===== src/rtl/qs_enq_mb_pkg.sv =====
// Shared types and helpers for the quicksort multi-bank enqueue front-end.
// Bank state layout is {status, err, n}; n is entry count minus one.
package qs_enq_mb_pkg;

  typedef enum logic [2:0] {
    BANK_IDLE      = 3'd0,
    BANK_LOADING   = 3'd1,
    BANK_READY     = 3'd2,
    BANK_SORTING   = 3'd3,
    BANK_UNLOADING = 3'd4
  } bank_status_t;

  localparam int STATUS_W = 3;

  // Width of an index over v items, never narrower than one bit.
  function automatic int clog2_min1(input int v);
    return (v > 1) ? $clog2(v) : 1;
  endfunction

  function automatic int bank_state_w(input int n);
    return STATUS_W + 1 + clog2_min1(n);
  endfunction

  // Wraps by comparison so non-power-of-two bank counts stay in range.
  function automatic int bank_id_inc(input int id, input int banks_n);
    if (id >= banks_n - 1) return 0;
    return id + 1;
  endfunction

endpackage


===== src/rtl/qs_enq_mb.sv =====
// Round-robin bank claimer and packet writer feeding the quicksort banks.
// Overlong or badly framed packets are drained and the bank is published with err set.
module qs_enq_mb
  import qs_enq_mb_pkg::*;
#(
  parameter int W       = 32,
  parameter int N       = 16,
  parameter int BANKS_N = 4,
  localparam int AW     = clog2_min1(N),
  localparam int BW     = clog2_min1(BANKS_N),
  localparam int SW     = bank_state_w(N)
) (
  input  logic          clk,
  input  logic          rst,
  input  logic          in_vld,
  input  logic          in_sop,
  input  logic          in_eop,
  input  logic [W-1:0]  in_dat,
  output logic          in_rdy,
  input  logic [SW-1:0] bnk_in,
  output logic          bnk_out_vld_r,
  output logic [SW-1:0] bnk_out_r,
  output logic [BW-1:0] bnk_idx_r,
  output logic          enq_wr_en_r,
  output logic [BW-1:0] enq_wr_bnk_r,
  output logic [AW-1:0] enq_wr_addr_r,
  output logic [W-1:0]  enq_wr_data_r
);

  typedef logic [BW-1:0] bank_id_t;
  typedef logic [AW-1:0] addr_t;
  typedef logic [W-1:0]  w_t;

  typedef struct packed {
    bank_status_t status;
    logic         err;
    addr_t        n;
  } bank_state_t;

  // Bit 0 of the state code is in_rdy.
  typedef enum logic [1:0] {
    S_IDLE  = 2'b00,
    S_LOAD  = 2'b01,
    S_DRAIN = 2'b11
  } state_t;

  localparam addr_t LAST = addr_t'(N - 1);

  state_t      state_r, state_n;
  addr_t       idx_r, idx_n;
  logic        err_r, err_n;
  logic        full_r, full_n;
  bank_id_t    bidx_n;
  logic        wr_en_n;
  addr_t       wr_addr_n;
  w_t          wr_data_n;
  bank_id_t    wr_bnk_n;
  logic        bvld_n;
  bank_state_t bout_n;

  bank_status_t cur_status;
  logic         unused_bnk_bits;
  logic         accept;
  logic         beat_err;
  bank_id_t     bidx_inc;

  assign cur_status      = bank_status_t'(bnk_in[SW-1 -: STATUS_W]);
  assign unused_bnk_bits = ^bnk_in[SW-STATUS_W-1:0];
  assign in_rdy          = state_r[0];
  assign accept          = in_vld & in_rdy;
  assign beat_err        = (idx_r == '0) ? ~in_sop : in_sop;
  assign bidx_inc        = bank_id_t'(bank_id_inc(int'(bnk_idx_r), BANKS_N));

  always_comb begin
    state_n   = state_r;
    idx_n     = idx_r;
    err_n     = err_r;
    full_n    = full_r;
    bidx_n    = bnk_idx_r;
    wr_en_n   = 1'b0;
    wr_addr_n = enq_wr_addr_r;
    wr_data_n = enq_wr_data_r;
    wr_bnk_n  = enq_wr_bnk_r;
    bvld_n    = 1'b0;
    bout_n    = bank_state_t'(bnk_out_r);

    unique case (state_r)
      S_IDLE: begin
        if (cur_status == BANK_IDLE) begin
          bvld_n  = 1'b1;
          bout_n  = '{status: BANK_LOADING, err: 1'b0, n: '0};
          idx_n   = '0;
          err_n   = 1'b0;
          full_n  = 1'b0;
          state_n = S_LOAD;
        end
      end

      S_LOAD: begin
        if (accept) begin
          wr_en_n   = 1'b1;
          wr_addr_n = idx_r;
          wr_data_n = in_dat;
          wr_bnk_n  = bnk_idx_r;
          err_n     = err_r | beat_err;
          if (in_eop) begin
            bvld_n  = 1'b1;
            bout_n  = '{status: BANK_READY, err: err_r | beat_err, n: idx_r};
            bidx_n  = bidx_inc;
            state_n = S_IDLE;
          end else if (idx_r == LAST) begin
            full_n  = 1'b1;
            state_n = S_DRAIN;
          end else begin
            idx_n = idx_r + addr_t'(1);
          end
        end
      end

      S_DRAIN: begin
        err_n = 1'b1;
        if (accept && in_eop) begin
          bvld_n  = 1'b1;
          bout_n  = '{status: BANK_READY, err: err_r | full_r, n: LAST};
          bidx_n  = bidx_inc;
          state_n = S_IDLE;
        end
      end

      default: state_n = S_IDLE;
    endcase
  end

  always_ff @(posedge clk or posedge rst) begin
    if (rst) begin
      state_r       <= S_IDLE;
      idx_r         <= '0;
      err_r         <= 1'b0;
      full_r        <= 1'b0;
      bnk_idx_r     <= '0;
      bnk_out_vld_r <= 1'b0;
      bnk_out_r     <= '0;
      enq_wr_en_r   <= 1'b0;
      enq_wr_bnk_r  <= '0;
      enq_wr_addr_r <= '0;
      enq_wr_data_r <= '0;
    end else begin
      state_r       <= state_n;
      idx_r         <= idx_n;
      err_r         <= err_n;
      full_r        <= full_n;
      bnk_idx_r     <= bidx_n;
      bnk_out_vld_r <= bvld_n;
      bnk_out_r     <= bout_n;
      enq_wr_en_r   <= wr_en_n;
      enq_wr_bnk_r  <= wr_bnk_n;
      enq_wr_addr_r <= wr_addr_n;
      enq_wr_data_r <= wr_data_n;
    end
  end

endmodule

===== config.mk =====
export PLATFORM = sky130hd
export DESIGN_NAME = qs_enq_mb
export DESIGN_NICKNAME = d
export VERILOG_FILES = /design/src/rtl/qs_enq_mb_pkg.sv /design/src/rtl/qs_enq_mb.sv
export SDC_FILE = /design/constraint.sdc
export NUM_CORES = 1
export LEC_CHECK = 0
export ABC_CLOCK_PERIOD_IN_PS = 2500
export BUFFER_PORTS_ARGS = -buffer_cell sky130_fd_sc_hd__buf_2
export CAP_MARGIN = 10
export CORE_ASPECT_RATIO = 1.4
export CORE_MARGIN = 1
export CORE_UTILIZATION = 50
export CTS_BUF_LIST = sky130_fd_sc_hd__clkbuf_2
export CTS_CLUSTER_DIAMETER = 150
export DETAILED_ROUTE_END_ITERATION = 8
export HOLD_SLACK_MARGIN = 0.12
export PLACE_DENSITY_LB_ADDON = 0.2
export REMOVE_ABC_BUFFERS = 1
export SYNTH_ARGS = -nofsm -noshare
export SYNTH_HDL_FRONTEND = slang
export SYNTH_SLANG_ARGS = --single-unit

===== constraint.sdc =====
create_clock -name clk -period 2.5 [get_ports clk]
set_clock_uncertainty 0.15 [all_clocks]
set_input_delay 0.25 -clock clk [delete_from_list [all_inputs] [get_ports clk]]
set_output_delay 0.25 -clock clk [all_outputs]
set_load 0.05 [all_outputs]

Yosys cells after proc, flatten, opt, wreduce, memory -nomap -nowiden. Cells that the tools add are included.

Register bits after elaboration: 58. Input bits: 45. Output and inout port bits: 51. Word-level logic and storage cells: 80.

$add $sub $neg: 2. Magnitude comparators: 1. Eq/ne operators: 11. Multiplexer cells: 37. Bitwise operators: 4. Reduce and logical (&&, ||, !) cells: 14.

Operators with widths (count): $mux 8 (4); $pmux 8 s3 (1); $mux 2 (9); $mux 4 (4); $reduce_and 5->1 (3); $ne 2x2->1 const B (7); $mux 1 (13); $pmux 4 s2 (1); $reduce_and 4->1 (2); $pmux 1 s3 (2); $pmux 2 s3 (1); $add 4x1->4 const B (1); $eq 4x4->1 const B (1); $logic_not 4->1 (1); $pmux 2 s2 (1); $reduce_bool 2->1 (2); $logic_not 3->1 (1); $ne 3x3->1 const B (1); $reduce_and 3->1 (1); $reduce_bool 3->1 (1); $add 2x1->2 const B (1); $eq 2x1->1 const B (1); $eq 2x2->1 const B (1); $ge 2x2->1 const B (1); other kinds (7) (8).

Depth between registers and ports, before layout. Gate-level depths: netlist of run 1.

Depth after elaboration: 6. Depth in mapped cells: 6.

Worst setup path before layout of run 1. No wires, ideal clock.

Path kind: register to register. Start: register state_r[0]. End: register idx_r[0]. Setup time: 0.125 ns. Data arrival time: 1.803 ns. Data required time: 2.225 ns. Path slack: 0.422 ns. Cell stages (with the launch flop): 6. Path buffers: 1. Clock period less this slack: 2.078 ns. Path through: dfrtp_1 buf_6 or4_4 a21oi_4 o21ai_2 mux2_2.

Word-level cells in the longest chain between the ends: 3. Elaborated cells between the ends (all ways): 10.

Ends and longest elaborated chain: start: declaration (line qs_enq_mb.sv:49) `state_t state_r, state_n;`; start signal: assignment (line qs_enq_mb.sv:148) `state_r <= state_n;`; $eq 2x1->1 (tied with other cells) (line qs_enq_mb.sv:87) `unique case (state_r)`; $ne 2x2->1 (no source line) or $reduce_bool 2->1 (tied branches); $reduce_and 5->1 (no source line); end signal: assignment (line qs_enq_mb.sv:149) `idx_r <= idx_n;`; end: declaration (line qs_enq_mb.sv:50) `addr_t idx_r, idx_n;`.

Parallel ways exist; a longest one is shown, timed or not. A chain may end at the register's enable or synchronous reset.

Worst setup path in the final report of run 1.
Start: register idx_r[0]. End: register err_r.

Word-level cells in the longest chain between the ends: 5.

Ends and longest elaborated chain: $logic_not 4->1 (line qs_enq_mb.sv:71) `assign beat_err = (idx_r == '0) ? ~in_sop : in_sop;`; $mux 1 (line qs_enq_mb.sv:71); $or 1x1->1 (line qs_enq_mb.sv:105) `err_n = err_r | beat_err;`; $mux 1 (line qs_enq_mb.sv:100) `if (accept) begin`; $pmux 1 s3 (line qs_enq_mb.sv:87); end signal: assignment (line qs_enq_mb.sv:150) `err_r <= err_n;`; end: declaration (line qs_enq_mb.sv:51) `logic err_r, err_n;`.

Every way passes these cells. The select of a mux whose other input is x is not followed.

==> results of run 1 <==
worst paths after layout:
kind	start	endpoint	slack, ns	cells past startpoint
setup / recovery	idx_r[0]	err_r	0.37	7
hold / removal	rst	enq_wr_data_r[22]	0.29	3
setup reg to reg	idx_r[0]	err_r	0.37	7
hold reg to reg	enq_wr_data_r[10]	enq_wr_data_r[10]	0.34	2
max in group asynchronous	rst	enq_wr_data_r[1]	1.27	4
min in group clk	in_dat[19]	enq_wr_data_r[19]	0.34	4
cell usage in the layout (no fill, tap or decap), types with 2 or more instances in the layout:
master and instances:
dfrtp_1 57, clkinv_2 4, and3_1 2, nor3b_1 2, nand2_1 110, clkinv_1 2
o21ai_0 6, nor2_1 6, mux2_2 3, inv_1 5, a21oi_1 10, nor3_1 11
nand3b_1 2, buf_4 5, ha_1 3, a21o_1 2, clkbuf_2 9, buf_2 89
a211oi_1 2, nand3_1 3, dlygate4sd3_1 42
layer usage:
layer  routed length (um)  GRT usage [%]  share of wire (%)  vias up
li1                     -              -                  -     1084
met1                 2380           28.5                 40     1056
met2                 3050           44.2                 51       81
met3                  370           7.48                6.2       18
met4                  161           11.2                2.7        0
met5                    0              0                  0        -
cell type report:
type,instances,area (um^2),area share [%]
Clock buffer,9,45.0,1.33
Tap cell,62,77.6,2.29
Multi-Input combinational cell,175,845,25.0
Timing Repair Buffer,136,903,26.7
Sequential cell,57,1430,42.1
Inverter,7,26.3,0.776
Clock inverter,7,61.3,1.81
per-stage QoR:
stage                     cells  util (%)  setup TNS (ns)
after floorplan             239         -          -17.77
after detailed placement    395      63.0               0
after global placement      395      63.0               0
after global routing        453      74.6               0
final                       453      74.6               0
after CTS                   453      74.6               0
logic make-up (layout without fill, tap and decap cells):
group	count (synthesis)	count (layout)	synth area share (%)
and+or+nand+nor	139	139	24.2
DFF	57	57	60.3
AOI/OAI and AO/OA	28	28	7.93
buffers and inverters	22	159	4.02
adders and majority gates	3	3	1.59
muxes	3	3	1.43
other	1	1	0.158
xor gates and xnor gates	1	1	0.370
state kept, by name, summed over array words and instances (netlist names):
signal	cells
enq_wr_bnk_r	2
bnk_out_vld_r	1
enq_wr_data_r	32
bnk_idx_r	2
idx_r	4
err_r	1
bnk_out_r	7
state_r	2
full_r	1
enq_wr_en_r	1
enq_wr_addr_r	4
critical path, cell delays in order, from the launching register on:
cell	delay, ns
dfrtp_1	0.43
inv_1	0.12
ha_1	0.15
nor3b_1	0.21
xor2_1	0.26
a211oi_1	0.11
dlygate4sd3_1	0.56
nor2_1	0.10
timing repair:
item                                   in CTS  in global routing
hold buffers                               42                  0
resized for setup                           0                  0
endpoints found under the hold margin      71                  0
power by group through the flow:
stage / sequential [mW] / clock, mW / combinational, mW
after global placement: 1.43 / 0 / 1.91
after global routing: 1.47 / 0.599 / 2.14
after floorplan: 2.46 / 0 / 0.428
final: 1.43 / 0.553 / 2.00
after CTS: 1.42 / 0.565 / 2.00
after detailed placement: 1.44 / 0 / 1.93
==> results.md, run 1 <==
- Final GP Congestion: 0.805
- Global-route usage over all layers: 25.8%
- Max-slew headroom: a little over a third
- Area Overhead vs Synth: 43.0%
- Antenna-violating nets left: 0
- Initial antenna violation count: 0
- Post-Route WL: a little under 6000 um
- Slew at the pin closest to its max-slew limit: between 0.9 and 1 ns
- RSZ-0062 raised after global routing: false
- IO buf count: 89
- Hold Slack: around 0.29 ns
- Final worst path period need: 2.13 ns
- Seq/Total Area, Yosys: roughly three fifths
- Starting density of the core: 52.2%
- Setup Crit Path Kind: reg2reg
- Peak VDD IR: 702 uV
- Post-synth EDFFs: 0
- WL/cell: 13.2 um
- Grt ovf: 0
- Crit share post-route: between 80% and 90%
- First-pass GRT wire length: 9630 um
- Clk pwr share: 13.9%
- Fin area: 3380 um^2
- Die area: 5020 um^2
- Max clock buf depth: 2
- Seq cells post-synth: 57
- Max Cap Viol: 0
- Synthesized area: 2370 um^2
- Layout cells sized above 1: just under 30%
- Synth Instances: 254
- Die width: 60.1 um
- Switching part of the total power: 51.4%
- Core Rows: 29
- Antenna Cells: 0
- # clock sinks: 57
- Layout Nets: 434
- FMAX: about 0.47 GHz
- Post-synth top flop: dfrtp_1
- CTS Buf Count: 9
- Ports: 96
- Synth top area share: 60.3%
- Sw Pwr: 2.04 mW
- Pwr dens: 1180 nW/um^2
- Worst Setup End Kind: flip-flop
- Setup bufs post-CTS: 0
- Total number of vias: approximately 2,200
- DR iter-0 viols: 136
- Post-synthesis async set-or-reset flop share: between 90% and 100%
- DRC Markers: 0
- Hold Vio Cnt, Final: 0
- Clk_lat worst skew: approximately 0.47 ns
- Clk slew on worst S/H paths: around 0.16 ns
- Most frequent cell after synthesis: nand2_1
- Vias per inst: 4.94
- Status: finished clean
- Tot Pwr: 3.98 mW
- Leakage power: around 1.9 nW
- Synth area leaders: dfrtp_1 60%, nand2_1 17%, nor3_1 2.3%, a21oi_1 2.1%, clkbuf_1 1.7%
- Pre-antenna DRT Iters: 4
- Core area: 4540 um^2
- Crit Path Max Fanout: 4
- Critical path startpoint category: flip-flop
- Synth Warn #: 0
- HP Class: in2async
- Critical path arrival: 2.40 ns
- Placed wire-length estimate: 3510 um
- Htree depth: 3
- DP Area: 2860 um^2
- DIE HEIGHT: roughly 83 um
- Sequential power share: a little over a third
- Synth area leader: dfrtp_1
- Largest net degree at the start of global routing: between 40 and 50
- Pint: 1.93 mW
- Clk root buf: clkbuf_2
- Syn avg cell area: 9.32 um^2
- Logic pwr share: 50.2%
- Final worst slack: 0.368 ns
- Pre-CTS setup slack: 0.486 ns
- Synth top cells by count: 110 x nand2_1, 57 x dfrtp_1, 11 x clkbuf_1, 11 x nor3_1, 10 x a21oi_1
- Fillers: 316
- Fin. max-slew vios: 0
- CTS tree: done
- Finish-stage setup viols: 0
- Vias in the first global route: ~2,200
- Req. time, crit path: ~2.8 ns
- Post-synth cell types: 34
Note: power is estimated with default switching activity, not from simulation.
==> inputs of run 2 (changes only) <==
Settings changed: GPL_TIMING_DRIVEN set to 0.
==> results.md, run 2 (same netlist as run 1, synthesis figures left out) <==
- Crit share post-route: 92.1% (+6.8 points)
- Placed wire-length estimate: 3530 um (+0.69%)
- Clk root buf: clkbuf_2
- Pre-antenna DRT Iters: 4 (unchanged)
- Final TNS setup: 0 ns (unchanged)
- Die width: 60.1 um (unchanged)
- Hold Vio Cnt, Final: 0 (unchanged)
- Max-slew headroom: 61.9% (+27 points)
- Status: finished clean
- Clk slew on worst S/H paths: 0.15 ns (about the same)
- Most frequent cells in the layout: 110 x nand2_1, 89 x buf_2, 56 x dfrtp_1
- Leakage power: 1.87 nW (+0.18%)
- Worst Setup End Kind: flip-flop
- Grt ovf: 0 (unchanged)
- Core area: 4540 um^2 (unchanged)
- Max Cap Viol: 0 (unchanged)
- CTS Buf Count: 9 (unchanged)
- Clk_lat worst skew: 0.44 ns (-0.03 ns)
- Area Overhead vs Synth: 43.7%
- Total number of vias: 2,200 (-1.7%)
- DP Area: 2860 um^2 (about the same)
- DRC Markers: 0 (unchanged)
- Critical path arrival: 2.48 ns (+0.08 ns)
- Top flop regs: enq_wr_data_r (32), bnk_out_r (7)
- Critical path origin: state_r[0]
- # clock sinks: 57 (unchanged)
- Pwr dens: 1170 nW/um^2 (-0.49%)
- Layout Nets: 433 (-0.23%)
- Final GP Congestion: 0.833 (+3.4%)
- DR iter-0 viols: 126 (-7.4%)
- Finish-stage setup viols: 0 (unchanged)
- Critical path startpoint category: flip-flop
- Layout cells sized above 1: 30.0% (+0.33 points)
- Setup Crit Path Kind: reg2reg
- Antenna Cells: 0 (unchanged)
- Htree depth: 3 (unchanged)
- Largest register FFs: 32 (unchanged)
- Max clock buf depth: 2 (unchanged)
- Ports: 96 (unchanged)
- Biggest register: enq_wr_data_r
- RSZ-0062 raised after global routing: false
- Fin area: 3400 um^2 (+0.48%)
- Core Rows: 29 (unchanged)
- Final worst path period need: 2.30 ns (+0.171 ns)
- WL/cell: 12.8 um (-2.8%)
- Initial antenna violation count: 0 (unchanged)
- Worst r2r src: state_r[0]
- IO buf count: 89 (unchanged)
- Peak VDD IR: 670 uV (-4.6%)
- Crit Path Max Fanout: 17 (+13)
- Fin. max-slew vios: 0 (unchanged)
- Global-route usage over all layers: 25.5% (-0.30 points)
- Antenna-violating nets left: 0 (unchanged)
- FMAX: 0.434 GHz (-7.4%)
- Vias in the first global route: 2,230 (+0.27%)
- Req. time, crit path: 2.68 ns (-0.09 ns)
- Commonest non-fill, non-tap cell in the layout: nand2_1
- Die area: 5020 um^2 (unchanged)
- Starting density of the core: 52.2% (unchanged)
- Slew at the pin closest to its max-slew limit: 0.571 ns (-0.393 ns)
- Post-Route WL: 5780 um (-3.0%)
- Largest net degree at the start of global routing: 36 (-16%)
- DIE HEIGHT: 83.4 um (unchanged)
- First-pass GRT wire length: 9530 um (-1.1%)
- HP Class: in2async
- Vias per inst: 4.87 (-1.5%)
- CTS tree: done
## run 2: cell count changes in the layout (fill, tap and decap cells not counted)
cell        previous run  this run
dfrtp_1               57        56
dfrtp_2                0         1
buf_4                  5         2
buf_8                  0         1
clkinv_2               4         2
clkinv_4               0         1
buf_12                 0         1
clkinvlp_4             1         0
clkbuf_2               9        12
clkinv_1               2         1
## run 2: power by group
group / leakage (nW) / total (mW) / switching [mW] / internal (mW)
combinational: 1.08 / 2.00 / 1.51 / 0.489
sequential: 0.722 / 1.43 / 0.203 / 1.23
clock: 0.0734 / 0.547 / 0.309 / 0.238
## run 2: layout make-up
cell class / instances / area (um^2)
repair buffers: 135 / 916
inverters: 7 / 31.3
clock inverters: 4 / 43.8
clock buffers: 12 / 60.1
fillers: 321 / 1130
well taps: 62 / 77.6
multi-input cells: 175 / 845
flip-flops and latches: 57 / 1430
## run 2: what timing repair did
action	in CTS	in global routing
endpoints found under the hold margin	90	0
gates resized for setup	2	1
endpoints found under the setup margin	35	25
hold buffers	42	0
setup buffers	0	2
## run 2: stage by stage
stage	std cells	util (%)	total power, mW	hold WS [ns]	worst slack (ns)
global route	452	75.0	4.23	0.226	0.0863
CTS	450	74.6	3.98	0.234	0.129
detailed placement	392	63.0	3.37	0.208	-0.551
global placement	390	62.2	3.33	0.290	-1.41
finish	452	75.0	3.98	0.235	0.197
floorplan	239	-	2.89	0.193	-0.505
## run 2: path summary, 6_finish.rpt
kind	slack, ns	end	cells past startpoint
worst max-delay path	0.20	bnk_out_r[4]	4
worst min-delay path	0.24	enq_wr_data_r[0]	3
worst max register to register	0.20	bnk_out_r[4]	4
worst min register to register	0.34	enq_wr_data_r[5]	2
max in group asynchronous	1.40	enq_wr_data_r[6]	4
min in group clk	0.34	enq_wr_data_r[5]	2
## run 2: per-layer routing
layer / track usage, % / vias to the layer above / share of wire (%)
met3: 6.70 / 11 / 6.0
met2: 42.1 / 84 / 50
met4: 12.7 / 0 / 2.1
met5: 0 / - / 0
li1: - / 1092 / -
met1: 29.4 / 1013 / 42
## run 2: worst max-delay path, stage by stage, from the launching register on
cell           delay [ns]
dfrtp_2              0.54
or4_4                0.59
dlygate4sd3_1        0.59
a22oi_1              0.21
o32ai_1              0.13
